**src/rtl/blwl_config_if.sv**
```systemverilog
// Bus between the configuration sequencer and its bitstream source / grid sink.
// master: bitstream source (drives start/din), slave: the controller.
interface blwl_config_if #(
  parameter int NUM_BL = 8,
  parameter int NUM_WL = 4
);
  logic              start;
  logic              din;
  logic              din_valid;
  logic              din_ready;
  logic [NUM_BL-1:0] bl;
  logic [NUM_WL-1:0] wl;
  logic              prog_EN;
  logic              prog_ENb;
  logic              busy;
  logic              config_done;

  modport master (
    output start, din, din_valid,
    input  din_ready, bl, wl, prog_EN, prog_ENb, busy, config_done
  );

  modport slave (
    input  start, din, din_valid,
    output din_ready, bl, wl, prog_EN, prog_ENb, busy, config_done
  );
endinterface

```
**src/rtl/blwl_config_ctrl.sv**
```systemverilog
// Memory-bank BL/WL configuration sequencer. Shifts a serial bitstream into a
// row register, writes it on bl while strobing one word line for PROG_CYCLES,
// leaves a one-cycle break-before-make gap, and repeats for all NUM_WL rows.
// Every output is a flop; next values are computed from the next state.
module blwl_config_ctrl #(
  parameter int NUM_BL      = 8,
  parameter int NUM_WL      = 4,
  parameter int PROG_CYCLES = 2
) (
  input  logic         clk,
  input  logic         Reset,
  blwl_config_if.slave bus
);
  localparam int BW = (NUM_BL > 1)      ? $clog2(NUM_BL)      : 1;
  localparam int RW = (NUM_WL > 1)      ? $clog2(NUM_WL)      : 1;
  localparam int PW = (PROG_CYCLES > 1) ? $clog2(PROG_CYCLES) : 1;
  localparam logic [BW-1:0] BIT_LAST  = BW'(NUM_BL - 1);
  localparam logic [RW-1:0] ROW_LAST  = RW'(NUM_WL - 1);
  localparam logic [PW-1:0] PROG_LAST = PW'(PROG_CYCLES - 1);

  typedef enum logic [2:0] {IDLE, LOAD, PROG, GAP, DONE} state_t;

  state_t            state_q, state_d;
  logic [RW-1:0]     row_q, row_d;
  logic [BW-1:0]     bitcnt_q, bitcnt_d;
  logic [PW-1:0]     pcnt_q, pcnt_d;
  logic [NUM_BL-1:0] sr_q, sr_d;
  logic [NUM_BL-1:0] bl_q, bl_d;
  logic [NUM_WL-1:0] wl_q, wl_d;
  logic              prog_en_q, prog_en_d;
  logic              prog_enb_q, prog_enb_d;
  logic              din_ready_q, din_ready_d;
  logic              busy_q, busy_d;
  logic              done_q, done_d;

  // Next-state and next-output logic; outputs follow the state being entered.
  always_comb begin
    state_d     = state_q;
    row_d       = row_q;
    bitcnt_d    = bitcnt_q;
    pcnt_d      = pcnt_q;
    sr_d        = sr_q;
    bl_d        = bl_q;
    wl_d        = wl_q;
    prog_en_d   = prog_en_q;
    din_ready_d = din_ready_q;
    busy_d      = busy_q;
    done_d      = done_q;
    case (state_q)
      IDLE, DONE: begin
        if (bus.start) begin
          state_d     = LOAD;
          row_d       = '0;
          bitcnt_d    = '0;
          done_d      = 1'b0;
          busy_d      = 1'b1;
          din_ready_d = 1'b1;
        end
      end
      LOAD: begin
        if (bus.din_valid && din_ready_q) begin
          // Shift toward bit 0 so the first bit received ends up at bl[0].
          sr_d             = sr_q >> 1;
          sr_d[NUM_BL-1]   = bus.din;
          bitcnt_d         = bitcnt_q + 1'b1;
          if (bitcnt_q == BIT_LAST) begin
            state_d     = PROG;
            bl_d        = sr_d;
            wl_d        = NUM_WL'(1) << row_q;
            prog_en_d   = 1'b1;
            pcnt_d      = '0;
            din_ready_d = 1'b0;
          end
        end
      end
      PROG: begin
        if (pcnt_q == PROG_LAST) begin
          state_d   = GAP;
          wl_d      = '0;
          prog_en_d = 1'b0;
        end else begin
          pcnt_d = pcnt_q + 1'b1;
        end
      end
      GAP: begin
        if (row_q == ROW_LAST) begin
          state_d = DONE;
          busy_d  = 1'b0;
          done_d  = 1'b1;
        end else begin
          state_d     = LOAD;
          row_d       = row_q + 1'b1;
          bitcnt_d    = '0;
          din_ready_d = 1'b1;
        end
      end
      default: begin
        state_d     = IDLE;
        wl_d        = '0;
        prog_en_d   = 1'b0;
        din_ready_d = 1'b0;
        busy_d      = 1'b0;
      end
    endcase
    prog_enb_d = ~prog_en_d;
  end

  // Single state/output register; reset aborts any write in progress.
  always_ff @(posedge clk or posedge Reset) begin
    if (Reset) begin
      state_q     <= IDLE;
      row_q       <= '0;
      bitcnt_q    <= '0;
      pcnt_q      <= '0;
      sr_q        <= '0;
      bl_q        <= '0;
      wl_q        <= '0;
      prog_en_q   <= 1'b0;
      prog_enb_q  <= 1'b1;
      din_ready_q <= 1'b0;
      busy_q      <= 1'b0;
      done_q      <= 1'b0;
    end else begin
      state_q     <= state_d;
      row_q       <= row_d;
      bitcnt_q    <= bitcnt_d;
      pcnt_q      <= pcnt_d;
      sr_q        <= sr_d;
      bl_q        <= bl_d;
      wl_q        <= wl_d;
      prog_en_q   <= prog_en_d;
      prog_enb_q  <= prog_enb_d;
      din_ready_q <= din_ready_d;
      busy_q      <= busy_d;
      done_q      <= done_d;
    end
  end

  assign bus.bl          = bl_q;
  assign bus.wl          = wl_q;
  assign bus.prog_EN     = prog_en_q;
  assign bus.prog_ENb    = prog_enb_q;
  assign bus.din_ready   = din_ready_q;
  assign bus.busy        = busy_q;
  assign bus.config_done = done_q;
endmodule
```
**src/flat_wrapper.sv**
```systemverilog
// flat-port wrapper written by rule: the top's interface ports become plain ports
module blwl_config_ctrl_flat 
#(
  parameter int NUM_BL      = 8,
  parameter int NUM_WL      = 4,
  parameter int PROG_CYCLES = 2
)
  (clk, Reset, bus_start, bus_din, bus_din_valid, bus_din_ready, bus_bl, bus_wl, bus_prog_EN, bus_prog_ENb, bus_busy, bus_config_done);
  blwl_config_if #(.NUM_BL(NUM_BL), .NUM_WL(NUM_WL)) bus_i ();
  input  logic clk;
  input  logic Reset;
  input wire logic [$bits(bus_i.start)-1:0] bus_start;
  input wire logic [$bits(bus_i.din)-1:0] bus_din;
  input wire logic [$bits(bus_i.din_valid)-1:0] bus_din_valid;
  output wire logic [$bits(bus_i.din_ready)-1:0] bus_din_ready;
  output wire logic [$bits(bus_i.bl)-1:0] bus_bl;
  output wire logic [$bits(bus_i.wl)-1:0] bus_wl;
  output wire logic [$bits(bus_i.prog_EN)-1:0] bus_prog_EN;
  output wire logic [$bits(bus_i.prog_ENb)-1:0] bus_prog_ENb;
  output wire logic [$bits(bus_i.busy)-1:0] bus_busy;
  output wire logic [$bits(bus_i.config_done)-1:0] bus_config_done;
  assign bus_i.start = bus_start;
  assign bus_i.din = bus_din;
  assign bus_i.din_valid = bus_din_valid;
  assign bus_din_ready = bus_i.din_ready;
  assign bus_bl = bus_i.bl;
  assign bus_wl = bus_i.wl;
  assign bus_prog_EN = bus_i.prog_EN;
  assign bus_prog_ENb = bus_i.prog_ENb;
  assign bus_busy = bus_i.busy;
  assign bus_config_done = bus_i.config_done;
  blwl_config_ctrl #(.NUM_BL(NUM_BL), .NUM_WL(NUM_WL), .PROG_CYCLES(PROG_CYCLES)) u_core (.clk(clk), .Reset(Reset), .bus(bus_i));
endmodule
```
**config.mk**
```make
export PLATFORM = sky130hd
export DESIGN_NAME = blwl_config_ctrl_flat
export DESIGN_NICKNAME = d
export VERILOG_FILES = /design/src/rtl/blwl_config_if.sv /design/src/rtl/blwl_config_ctrl.sv /design/src/flat_wrapper.sv
export SDC_FILE = /design/constraint.sdc
export NUM_CORES = 1
export LEC_CHECK = 0
export BUFFER_PORTS_ARGS = -buffer_cell sky130_fd_sc_hd__buf_2
export CAP_MARGIN = 5
export CORE_MARGIN = 10
export CORE_UTILIZATION = 25
export DETAILED_ROUTE_END_ITERATION = 7
export SYNTH_ARGS = -nofsm -noshare
export SYNTH_HDL_FRONTEND = slang
export SYNTH_SLANG_ARGS = --single-unit
```
**constraint.sdc**
```tcl
create_clock -name clk -period 3.7 [get_ports clk]
set_input_delay 0.185 -clock clk [delete_from_list [all_inputs] [get_ports clk]]
set_output_delay 0.185 -clock clk [all_outputs]
set_load 0.02 [all_outputs]
```
==> run metrics, run 1 <==
status completed; Non-Filler Instances 232; Final Hold Viols 0; die footprint 10200 µm²; DRT iter0 DRCs 40; Inst Count DP 223; Port Buffer Count 21; Final Max Tran Viols 0; Worst-Skew Late Latency 280 ps; ANT nets after route 0; drt first pass iters 4; CP Capture Point u_core.bus.bl[1]$_DFFE_PP0P_; IO Pins 22; Clk pin slew, worst setup/hold paths 70 ps; launch point of the critical path u_core.state_q[2]$_DFFE_PP0P_; Cells after Synth 131; Total Nets Final 165; Synth Area in XOR/XNOR 0%; Clock Tree Buf Depth 2; Critical Path AT 2030 ps; final instance area 1900 µm²; Post-synth EDFFs 0; Synth area leaders dfrtp_1, mux2_4, mux2_2; CTS tree yes; largest area contributor in the netlist dfrtp_1; worst r2r src u_core.state_q[2]$_DFFE_PP0P_; Reg2Reg Depth 3; root buffer cell clkbuf_8; Overflow after GRT 0; share of flip-flops with an asynchronous set or reset 100%; setup violators final 0; die width 101 µm; share of cells above drive strength 1 33.5%; setup bufs post-CTS 0; clk sinks 33; Crit Path Category flip-flop to flip-flop; pin count of the biggest net entering global routing 34; Post-Syn Nets 142; DP Worst Slack 1850 ps; HP Start bus_din; Synth Area per Inst 12.5 µm²; Fmax achieved 536 MHz; Core ar. 6350 µm²; initial antenna violation count 0; yosys warns 0; Power Dens Cells 764 nW/µm²; Synth top area share 49.0%; RSZ-0062 raised after global routing false; vias in the first global route 1064; post-synthesis sequential area ratio 50.7%; starting density of the core 25.7%; Leak 0.917 nW; setup tns final 0 ps; critical path endpoint category flip-flop; Post-Route WL 3090 µm; Worst-Margin Slew 517 ps; Via density 4.55; largest family of logic cells by synthesized area multiplexers; headroom to the max-slew limit 65.6%; antenna cell count 0; # DRC 0; Post-CTS Resized 0; H-tree depth 2; reg2reg end u_core.bus.bl[1]$_DFFE_PP0P_; synth unique cells 37; Area growth syn-to-layout 16.5%; Post-Synth Simple-Gate Area 13.0%; maxcap violations 0; placed cell area 1780 µm²; gpl congestion 0.768; wire per inst 13.3 µm; Post-DP HPWL 2220 µm; Num CTS Buffers 5; compound-gate portion of the synthesized area 12.6%; total number of vias 1055; final worst-path cycle share 50.4%; Die Span Y 101 µm; cts hold-fix bufs 1; Clock Skew 4.57 ps; Synth Register Bits 33; ys flop type dfrtp_1; first-pass GRT wire length 5150 µm; Post-Synth Adder-Cell Area 4.60%; Setup crit start kind flip-flop; CP max FO 12; required time of the worst setup path 3870 ps; num rows 29; post-layout min period 1860 ps; Syn Std Cell Area 1630 µm²; gr usage total 6.32%; mux share of post-synthesis cell area 13.5%; total power 1.45 mW; Register-to-Register Setup Slack 1840 ps; worst setup margin 1840 ps; Peak VDD IR 0.290 mV; worst hold path type input pin to flip-flop
==> critical path, cell delays in order, from the launching register on <==
cell and delay, ps:
dfrtp_1 630, nand2b_1 370, nand2b_1 420, mux2_4 340
==> sequential cells by signal, indices dropped and copies added (netlist names), 2 cells and up <==
name	flops
u_core.row_q	2
u_core.state_q	3
u_core.bitcnt_q	3
u_core.bus.bl	8
u_core.sr_q	7
u_core.bus.wl	4
==> metal layers <==
layer  global-route usage [%]  vias up  share of wire [%]
li1                         -      513                  -
met1                     8.04      513                 48
met2                     8.70       22                 42
met3                     3.29        7                8.2
met4                     2.61        0                1.5
met5                        0        -                  0
==> per-stage QoR <==
step                      hold WS (ps)  utilization, %
after global placement             297            28.0
after detailed placement           302            28.0
after floorplan                    313               -
final                              148            30.0
after CTS                          145            30.0
after global routing               151            30.0
==> worst min path at each step <==
stage                                                 to  slack [ps]  depth (start not counted)
after floorplan           u_core.bitcnt_q[0]$_DFFE_PP0P_         310                          1
after global placement      u_core.bus.bl[3]$_DFFE_PP0P_         300                          3
after detailed placement    u_core.bus.bl[3]$_DFFE_PP0P_         300                          3
after CTS                   u_core.bus.bl[7]$_DFFE_PP0P_         140                          2
after global routing        u_core.bus.bl[7]$_DFFE_PP0P_         150                          2
final                       u_core.bus.bl[7]$_DFFE_PP0P_         150                          2
==> power breakdown <==
| group | switching (mW) | internal [mW] | leakage [nW] |
|---|---|---|---|
| sequential | 0.113 | 0.505 | 0.408 |
| combinational | 0.250 | 0.237 | 0.450 |
| clock | 0.129 | 0.219 | 0.0585 |
==> Yosys cell counts (all sizes together) (2+ instances only) <==
master / number
mux2: 16
buf: 6
nor2: 7
o21ai: 8
nor3b: 2
a21boi: 3
nand2b: 3
nand2: 7
dfrtp: 32
and3: 3
a21oi: 5
inv: 7
nand3: 2
ha: 6
a22o: 4
o211ai: 4
==> area by class of cell <==
| cell class | instances | area (µm²) |
|---|---|---|
| well taps | 77 | 96.3 |
| fillers | 633 | 4450 |
| inverters | 7 | 26.3 |
| repair buffers | 23 | 123 |
| multi-input cells | 84 | 713 |
| flip-flops and latches | 33 | 827 |
| clock buffers | 7 | 86.3 |
| clock inverters | 1 | 30.0 |
==> cell families (layout without fill, tap and decap cells) <==
logic type / count (synthesis) / after routing
AO/OA/AOI/OAI: 29 / 29
adder cells (fa/ha/maj): 6 / 6
buffers and inverters: 14 / 38
flip-flops: 33 / 33
multiplexers: 17 / 17
AND/OR/NAND/NOR: 32 / 32
==> cells in the final DEF (no fill, tap or decap), types with 4 or more instances in the layout <==
cell type	instances
inv_1	7
clkbuf_8	6
nor2_1	6
buf_2	21
mux2_4	8
o21ai_0	8
nand2_1	7
dfrtp_1	32
ha_1	6
o211ai_1	4
a21oi_1	5
a22o_1	4
mux2_2	8
(Power assumes the default switching activity.)
==> run 2, diff against run 1 <==
Clock period 3.7 ns to 1.7 ns, I/O delays scaled along.
==> run 2 against run 1 <==
- die area did not move
- sequential cell count unchanged
- critical path depth grew 3
- maximum frequency is 14% higher
- clock skew about the same
- register-to-register slack got worse by 1800 ps
- first-iteration DRC count up 5.0%
- core utilization increased by 2.2 points
- final cell count is 5.2% higher
- highest routed layer unchanged
==> run metrics, run 2 (synthesized netlist as in run 1, its figures left out) <==
Inst Count DP 235; Clock Tree Buf Depth 2; starting density of the core 25.7%; gr usage total 6.85%; # DRC 0; antenna cell count 0; vias in the first global route 1114; Reg2Reg Depth 6; initial antenna violation count 0; die footprint 10200 µm²; status completed; worst setup margin 61.8 ps; share of cells above drive strength 1 40.1%; Worst-Margin Slew 633 ps; Via density 4.52; Clock Skew 4.82 ps; setup violators final 0; pin count of the biggest net entering global routing 21; wire per inst 14.0 µm; Register-to-Register Setup Slack 60 ps; first-pass GRT wire length 5640 µm; setup bufs post-CTS 0; die width 101 µm; H-tree depth 2; Final Hold Viols 0; placed cell area 1890 µm²; Setup crit start kind flip-flop; DRT iter0 DRCs 42; headroom to the max-slew limit 57.7%; num rows 29; Crit Path Category flip-flop to flip-flop; commonest cells after routing, fill and taps aside dfrtp_1, buf_2, buf_4; post-layout min period 1640 ps; CP max FO 6; Die Span Y 101 µm; drt first pass iters 4; Port Buffer Count 21; final worst-path cycle share 96.4%; Power Dens Cells 1660 nW/µm²; Leak 0.993 nW; gpl congestion 0.768; ANT nets after route 0; DP Worst Slack 19.1 ps; Num CTS Buffers 5; Overflow after GRT 0; total number of vias 1103; worst r2r src u_core.bitcnt_q[0]$_DFFE_PP0P_; total power 3.38 mW; CTS tree yes; most common cell after layout, fill and taps aside dfrtp_1; fillers 631; Fmax achieved 610 MHz; max reg flops 8; setup tns final 0 ps; HP Start bus_din; Core ar. 6350 µm²; root buffer cell clkbuf_8; Area growth syn-to-layout 24.9%; RSZ-0062 raised after global routing true; Final Max Tran Viols 0; clk sinks 33; maxcap violations 0; required time of the worst setup path 1880 ps; Worst-Skew Late Latency 290 ps; critical path endpoint category flip-flop; Post-Route WL 3410 µm; Post-DP HPWL 2540 µm; IO Pins 22; hold path cells 2; Hold Path Sink u_core.sr_q[7]$_DFFE_PP0P_; Critical Path AT 1810 ps; Peak VDD IR 0.713 mV; reg2reg end u_core.bus.bl[7]$_DFFE_PP0P_; Total Nets Final 177; Non-Filler Instances 244; final instance area 2040 µm²; Clk pin slew, worst setup/hold paths 70 ps; worst hold path type input pin to flip-flop
## run 2: critical path: stages, from the launching register on
cell      delay (ps)
dfrtp_1          390
ha_2             190
ha_2             180
and4b_1          210
nand2b_1         140
buf_12           140
mux2_4           290
## run 2: final cells by class
type                       count  area, µm²  area share [%]
multi-input combinational     84        718            35.2
clock inverter                 3       65.1            3.19
timing repair buffer          35        238            11.7
clock buffer                   5       68.8            3.37
sequential                    33        827            40.6
tap                           77       96.3            4.72
inverter                       7       26.3            1.29
## run 2: what timing repair did
action,in CTS,in global routing
gates resized for setup,0,2
endpoints found under the setup margin,0,12
hold endpoints to repair,12,0
hold buffers,1,0
## run 2: how the worst max path moves through the flow
stage / end / slack, ps / from
2_1_floorplan: u_core.bus.bl[0]$_DFFE_PP0P_ / 90 / u_core.bitcnt_q[0]$_DFFE_PP0P_
3_3_place_gp: u_core.bus.bl[2]$_DFFE_PP0P_ / 30 / u_core.bitcnt_q[0]$_DFFE_PP0P_
3_5_place_dp: u_core.bus.bl[7]$_DFFE_PP0P_ / 20 / u_core.bitcnt_q[0]$_DFFE_PP0P_
4_1_cts: u_core.bus.bl[7]$_DFFE_PP0P_ / 10 / u_core.bitcnt_q[0]$_DFFE_PP0P_
5_1_grt: u_core.bus.wl[0]$_DFFE_PP0P_ / -30 / u_core.bitcnt_q[1]$_DFFE_PP0P_
6_report: u_core.bus.bl[7]$_DFFE_PP0P_ / 60 / u_core.bitcnt_q[0]$_DFFE_PP0P_
## run 2: report_power, final
part / switching, mW / total (mW) / internal, mW / leakage, nW
Clock: 0.304 / 0.886 / 0.583 / 0.0681
Combinational: 0.588 / 1.17 / 0.578 / 0.517
Sequential: 0.229 / 1.33 / 1.10 / 0.408
Total: 1.12 / 3.38 / 2.26 / 0.993
## run 2: per-layer routing
layer / share of wire (%) / vias to the layer above / global-route usage [%]
met5: 0 / - / 0
li1: - / 537 / -
met3: 7.3 / 5 / 2.88
met4: 1.0 / 0 / 1.96
met1: 49 / 537 / 9.35
met2: 42 / 24 / 9.53
## run 2: per-stage QoR
step / hold WS [ps] / util [%]
5_1_grt: 45.5 / 32.1
3_5_place_dp: 182 / 29.8
3_3_place_gp: 169 / 29.8
6_report: 46.3 / 32.1
2_1_floorplan: 213 / -
4_1_cts: 35.8 / 32.0
